[src/rtl/tod_pkg.sv]
// Shared types and limits for the time-of-day counter.
// Build option: define TOD_12H_EN for a 12-hour thrs display with a pm flag.
package tod_pkg;

  localparam int TIME_W  = 7;
  localparam int SEC_MAX = 59;
  localparam int MIN_MAX = 59;
  localparam int HRS_MAX = 23;

  typedef logic [TIME_W-1:0] time_t;

  typedef enum logic [1:0] {
    RUN,
    SET,
    RESYNC
  } tod_state_e;

  // Hour 0 reads as 12; hours 13..23 read as 1..11.
  function automatic time_t to_12h(input time_t hrs);
    time_t res;
    res = hrs;
    if (hrs == time_t'(0)) begin
      res = time_t'(12);
    end else if (hrs > time_t'(12)) begin
      res = hrs - time_t'(12);
    end
    return res;
  endfunction

endpackage

[src/rtl/mod_counter.sv]
// Modulo-MOD up-counter with synchronous clear and a combinational carry-out.
module mod_counter
  import tod_pkg::*;
#(
  parameter int MOD = 60,
  parameter int W   = TIME_W
) (
  input  logic         clk,
  input  logic         rst_n,
  input  logic         clr,
  input  logic         inc,
  output logic [W-1:0] cnt,
  output logic         wrap
);

  logic [W-1:0] cnt_d;
  logic [W-1:0] cnt_q;

  // Carry-out is combinational so a whole carry chain settles within one cycle.
  assign wrap = inc && (cnt_q == W'(MOD - 1));

  always_comb begin
    // NOTE: next-state starts as a copy of the current state so every path assigns it and no latch is inferred.
    cnt_d = cnt_q;
    if (clr) begin
      cnt_d = '0;
    end else if (wrap) begin
      cnt_d = '0;
    end else if (inc) begin
      cnt_d = cnt_q + W'(1);
    end
  end

  // NOTE: flops take non-blocking assignments so all registers update together at the edge.
  always_ff @(posedge clk or negedge rst_n) begin
    if (!rst_n) begin
      cnt_q <= '0;
    end else begin
      cnt_q <= cnt_d;
    end
  end

  assign cnt = cnt_q;

endmodule

[src/rtl/tod_counter.sv]
// Time-of-day counter: tick prescaler, seconds/minutes/hours chain and RUN/SET/RESYNC control.
// Build option: define TOD_12H_EN to present thrs in 12-hour form and drive pm.
module tod_counter
  import tod_pkg::*;
#(
  parameter int DIV   = 1,
  parameter int SEC_W = 7
) (
  input  logic  clk,
  input  logic  rst_n,
  input  logic  tick,
  input  logic  set_mode,
  input  logic  set_min,
  input  logic  set_hrs,
  output time_t tsec,
  output time_t tmin,
  output time_t thrs,
  output logic  pm,
  output logic  min_roll,
  output logic  day_roll,
  output logic  setting
);

  tod_state_e state_d, state_q;
  logic       min_roll_d, min_roll_q;
  logic       day_roll_d, day_roll_q;

  logic       in_run, in_set, resync_clr;
  logic       presc_inc, presc_wrap;
  logic       sec_wrap, min_inc, min_wrap, hrs_inc, hrs_wrap;
  time_t      sec_cnt, min_cnt, hrs_cnt;
  logic [SEC_W-1:0] unused_presc_cnt;

  always_comb begin
    state_d    = state_q;
    in_run     = (state_q == RUN);
    in_set     = (state_q == SET);
    resync_clr = (state_q == RESYNC);
    case (state_q)
      RUN:     if (set_mode)  state_d = SET;
      SET:     if (!set_mode) state_d = RESYNC;
      RESYNC:  state_d = RUN;
      default: state_d = RUN;
    endcase

    // In SET the minute carry is not allowed to reach the hours.
    presc_inc  = in_run && tick;
    min_inc    = in_run ? sec_wrap : (in_set && set_min);
    hrs_inc    = in_run ? min_wrap : (in_set && set_hrs);
    min_roll_d = min_inc;
    day_roll_d = in_run && hrs_wrap;
  end

  always_ff @(posedge clk or negedge rst_n) begin
    if (!rst_n) begin
      state_q    <= RUN;
      min_roll_q <= 1'b0;
      day_roll_q <= 1'b0;
    end else begin
      state_q    <= state_d;
      min_roll_q <= min_roll_d;
      day_roll_q <= day_roll_d;
    end
  end

  mod_counter #(.MOD(DIV), .W(SEC_W)) u_presc (
    .clk   (clk),
    .rst_n (rst_n),
    .clr   (resync_clr),
    .inc   (presc_inc),
    .cnt   (unused_presc_cnt),
    .wrap  (presc_wrap)
  );

  mod_counter #(.MOD(SEC_MAX + 1), .W(TIME_W)) u_sec (
    .clk   (clk),
    .rst_n (rst_n),
    .clr   (resync_clr),
    .inc   (presc_wrap),
    .cnt   (sec_cnt),
    .wrap  (sec_wrap)
  );

  mod_counter #(.MOD(MIN_MAX + 1), .W(TIME_W)) u_min (
    .clk   (clk),
    .rst_n (rst_n),
    .clr   (1'b0),
    .inc   (min_inc),
    .cnt   (min_cnt),
    .wrap  (min_wrap)
  );

  mod_counter #(.MOD(HRS_MAX + 1), .W(TIME_W)) u_hrs (
    .clk   (clk),
    .rst_n (rst_n),
    .clr   (1'b0),
    .inc   (hrs_inc),
    .cnt   (hrs_cnt),
    .wrap  (hrs_wrap)
  );

  assign tsec     = sec_cnt;
  assign tmin     = min_cnt;
  assign min_roll = min_roll_q;
  assign day_roll = day_roll_q;
  assign setting  = (state_q == SET);

`ifdef TOD_12H_EN
  assign thrs = to_12h(hrs_cnt);
  assign pm   = (hrs_cnt >= time_t'(12));
`else
  assign thrs = hrs_cnt;
  assign pm   = 1'b0;
`endif

endmodule

[config.mk]
export PLATFORM = sky130hd
export DESIGN_NAME = tod_counter
export DESIGN_NICKNAME = d
export VERILOG_FILES = /design/src/rtl/tod_pkg.sv /design/src/rtl/mod_counter.sv /design/src/rtl/tod_counter.sv
export SDC_FILE = /design/constraint.sdc
export NUM_CORES = 1
export LEC_CHECK = 0
export BUFFER_PORTS_ARGS = -buffer_cell sky130_fd_sc_hd__buf_4
export CAP_MARGIN = 10
export CORE_MARGIN = 2
export CORE_UTILIZATION = 35
export DETAILED_ROUTE_END_ITERATION = 6
export RECOVER_POWER = 50
export SYNTH_ARGS = -nofsm -noshare
export SYNTH_HDL_FRONTEND = slang
export SYNTH_SLANG_ARGS = --single-unit
export TNS_END_PERCENT = 10
[constraint.sdc]
create_clock -name clk -period 2.3 [get_ports clk]
set_input_delay 0 -clock clk [delete_from_list [all_inputs] [get_ports clk]]
set_output_delay 0 -clock clk [all_outputs]
set_load 0.01 [all_outputs]
==> impl_metrics.csv <==
group,metric,value,unit
place,portBuffers,29,
layout,syn_to_final_growth,24.5,%
detailed_routing,drt_wl_total,3.78,mm
timing,finalClockSkew,0.00395,ns
logic_synthesis,synth.ff_latch_count,32,
layout,seq_area,801,um^2
power,swShare,36.6,%
logic_synthesis,seq_area_frac_synth,45.8,%
die,pin_count,31,
detailed_routing,drt-pass1-iter-count,4,
worst_hold_path,hold_path_depth,4,
power,powerDensity,984,nW/um^2
clocking,htreeDepth,2,
clocking,insertion_delay,0.28,ns
grt,antenna_found_initial,0,
critical_path,cpPeakStageDelay,0.60,ns
layout,multi_input_area,890,um^2
critical_path,crit_family,"simple AND/OR/NAND/NOR gates",
die,initial_core_util,36.8,%
logic_synthesis,synth_xor_area_share,5.51,%
power,p_clk_share,21.8,%
power,power.switching,0.783,mW
die,rows,25,
critical_path,path_cells,"or4_4, nor4_4, buf_4, a31o_2, mux2_2",
critical_path,ff2ff_path_depth,5,
die,coreArea,4750,um^2
worst_hold_path,hold_path_startpoint,"tick",
critical_path,regToRegEndpoint,"u_hrs.cnt[1]",
power,pwr-share-comb,35.0,%
logic_synthesis,synth.top_cell.area_share,45.8,%
power,p_leak,0.965,nW
timing,slew_viol_final,33,
timing,rsz0062_at_grt,"no",
clocking,cts_root_buffer,"clkbuf_8",
critical_path,critPathLaunch,"u_presc.cnt[2]",
detailed_routing,drt_iter0_markers,76,
grt,grt_pass1_vias,1425,
worst_hold_path,min_path_type,"in2reg",
detailed_routing,wl_per_cell,13.2,um
timing,setup_tns,0,ns
timing,fmax,470,MHz
critical_path,start_kind,"register",
logic_synthesis,synthesis.instances,177,
logic_synthesis,synth_top_family_by_area,"simple AND/OR/NAND/NOR gates",
logic_synthesis,synth_area_leaders,"dfrtp_1, nor2_1, nand2_1",
clocking,path_clk_slew,0.07,ns
critical_path,worstSetupPathType,"reg2reg",
critical_path,worst-path-max-fanout,10,
grt,grt_max_degree,33,
detailed_routing,drc,0,
place,dp.cells,278,
grt,grt_pass1_wl,6.73,mm
clocking,cts_sinks,32,
logic_synthesis,ys_types,47,
logic_synthesis,synth_top_cells_by_count,"dfrtp_1, nor2_1, nand2_1",
logic_synthesis,ys.flop_type,"dfrtp_1",
run,maxCapViolCount,1,
die,die_width,74.7,um
timing,hold_viol_final,0,
logic_synthesis,yosysTopAreaCell,"dfrtp_1",
critical_path,crit_buf_inv,1,
critical_path,endpoint_kind,"register",
critical_path,reg2reg_setup_slack,0.17,ns
power,p_int,1.36,mW
logic_synthesis,synth.most_common_cell,"dfrtp_1",
die,dieArea,5580,um^2
logic_synthesis,async_reset_ff_share,100,%
logic_synthesis,synth.mux.area_fraction,3.72,%
layout,n_fill_cell,510,
die,die_h,74.7,um
layout,final_cells,287,
grt,grt.total_usage,16.2,%
place,hpwl,2.76,mm
logic_synthesis,syn-cell-area,1750,um^2
logic_synthesis,synth_compound_area_share,14.2,%
status,status,"finished, violations left",
detailed_routing,ant_nets,0,
layout,antenna_cells,0,
grt,overflow,0,
critical_path,cpMaxStageDelayCell,"or4_4",
layout,drive_gt1_share,20.9,%
power,ir_worst_vdd,0.000514,V
logic_synthesis,synth_edf_count,0,
logic_synthesis,synth_fa_ha_area_share,3.58,%
logic_synthesis,synth.avg_cell_area,9.88,um^2
logic_synthesis,synth-simple-area-share,23.2,%
critical_path,cp_data_required_time,2.47,ns
timing,tightest_slew,1.76,ns
clocking,cts-buffers-inserted,5,
timing,setup_viol,0,
critical_path,crit_arrival,2.29,ns
timing,min_period,2.13,ns
clocking,tritoncts,"done",
clocking,cts_buffer_depth,2,
logic_synthesis,ys_warn_count,0,
status,violations,"max-capacitance violations, max-slew violations",
worst_hold_path,worst_hold_path.endpoint,"u_presc.cnt[2]",
logic_synthesis,syn-num-nets,188,
power,sequentialPowerShare,43.2,%
timing,slew_headroom,-17.0,%
critical_path,r2r-start,"u_presc.cnt[2]",
layout,nNetsFinal,231,
place,gp_congestion,0.842,
timing,fin_crit_sh,92.4,%
detailed_routing,avgViaCountPerCell,5.04,
detailed_routing,vias,1447,
-- logic make-up after synthesis --
family | count (synthesis)
and+or+nand+nor | 76
AOI/OAI and AO/OA | 32
DFF | 32
buffers and inverters | 14
xor gates and xnor gates | 11
muxes | 6
adders and majority gates | 5
other | 1
-- registers in the layout, indices dropped and copies added (netlist names) --
signal and cells:
day_roll 1, min_roll 1, state_q 2, u_hrs.cnt 7
u_min.cnt 7, u_presc.cnt 7, u_sec.cnt 7
-- worst max-delay path by stage --
stage	end	slack, ns	depth (start not counted)
2_1_floorplan	u_min.cnt[0]	0.27	6
3_3_place_gp	u_hrs.cnt[1]	0.19	5
3_5_place_dp	u_hrs.cnt[4]	0.12	6
4_1_cts	u_hrs.cnt[4]	0.11	6
5_1_grt	u_hrs.cnt[4]	0.02	7
6_report	u_hrs.cnt[1]	0.17	5
-- layout make-up --
type,count,share of cell area (%)
flip-flops and latches,32,36.8
inverters,8,1.38
repair buffers,42,12.7
clock buffers,7,4.43
multi-input cells,131,40.9
well taps,67,3.85
-- layout by cell type (no fill, tap or decap), drive strengths merged, types with 6 or more instances in the layout --
cell / synthesis / final
nor2: 24 / 24
o21ai: 8 / 8
xnor2: 6 / 6
dfrtp: 32 / 32
inv: 8 / 8
clkbuf: 1 / 19
buf: 5 / 28
nand2: 17 / 17
-- worst register-to-register path, delay by kind of cell (launching register included) --
family,cells,cell delay [ns]
compound gates,1,0.26
simple gates,2,0.81
buf+inv,1,0.17
mux,1,0.35
flops,1,0.42
-- metal layers --
metal / track usage [%] / part of all wire, % / vias up
met4: 6.75 / 2.0 / 0
met2: 24.6 / 45 / 37
li1: - / - / 715
met5: 0 / 0 / -
met1: 21.9 / 48 / 689
met3: 4.42 / 5.9 / 6
-- power by group through the flow --
| stage | registers [mW] | clock network (mW) | logic [mW] |
|---|---|---|---|
| floorplan | 0.951 | 0 | 0.414 |
| detailed placement | 0.932 | 0 | 0.780 |
| global route | 0.959 | 0.513 | 0.865 |
| finish | 0.924 | 0.467 | 0.750 |
| CTS | 0.925 | 0.487 | 0.785 |
| global placement | 0.930 | 0 | 0.767 |
-- what timing repair did --
action,in CTS,in global routing
hold endpoints to repair,34,0
endpoints found under the setup margin,0,1
resized for setup,0,1
hold buffers,2,0
buffers inserted,0,0
-- stage by stage --
stage	instance area [um^2]	hold WS, ns	worst slack, ns	total power [mW]	utilization, %
floorplan	1750	-0.296	0.267	1.37	-
global placement	2100	-0.0310	0.194	1.70	44.1
detailed placement	2100	-0.0292	0.117	1.71	44.1
CTS	2210	0.148	0.107	2.20	46.5
global route	2180	0.194	0.0215	2.34	45.8
finish	2180	0.158	0.174	2.14	45.8
(Power assumes the default switching activity.)
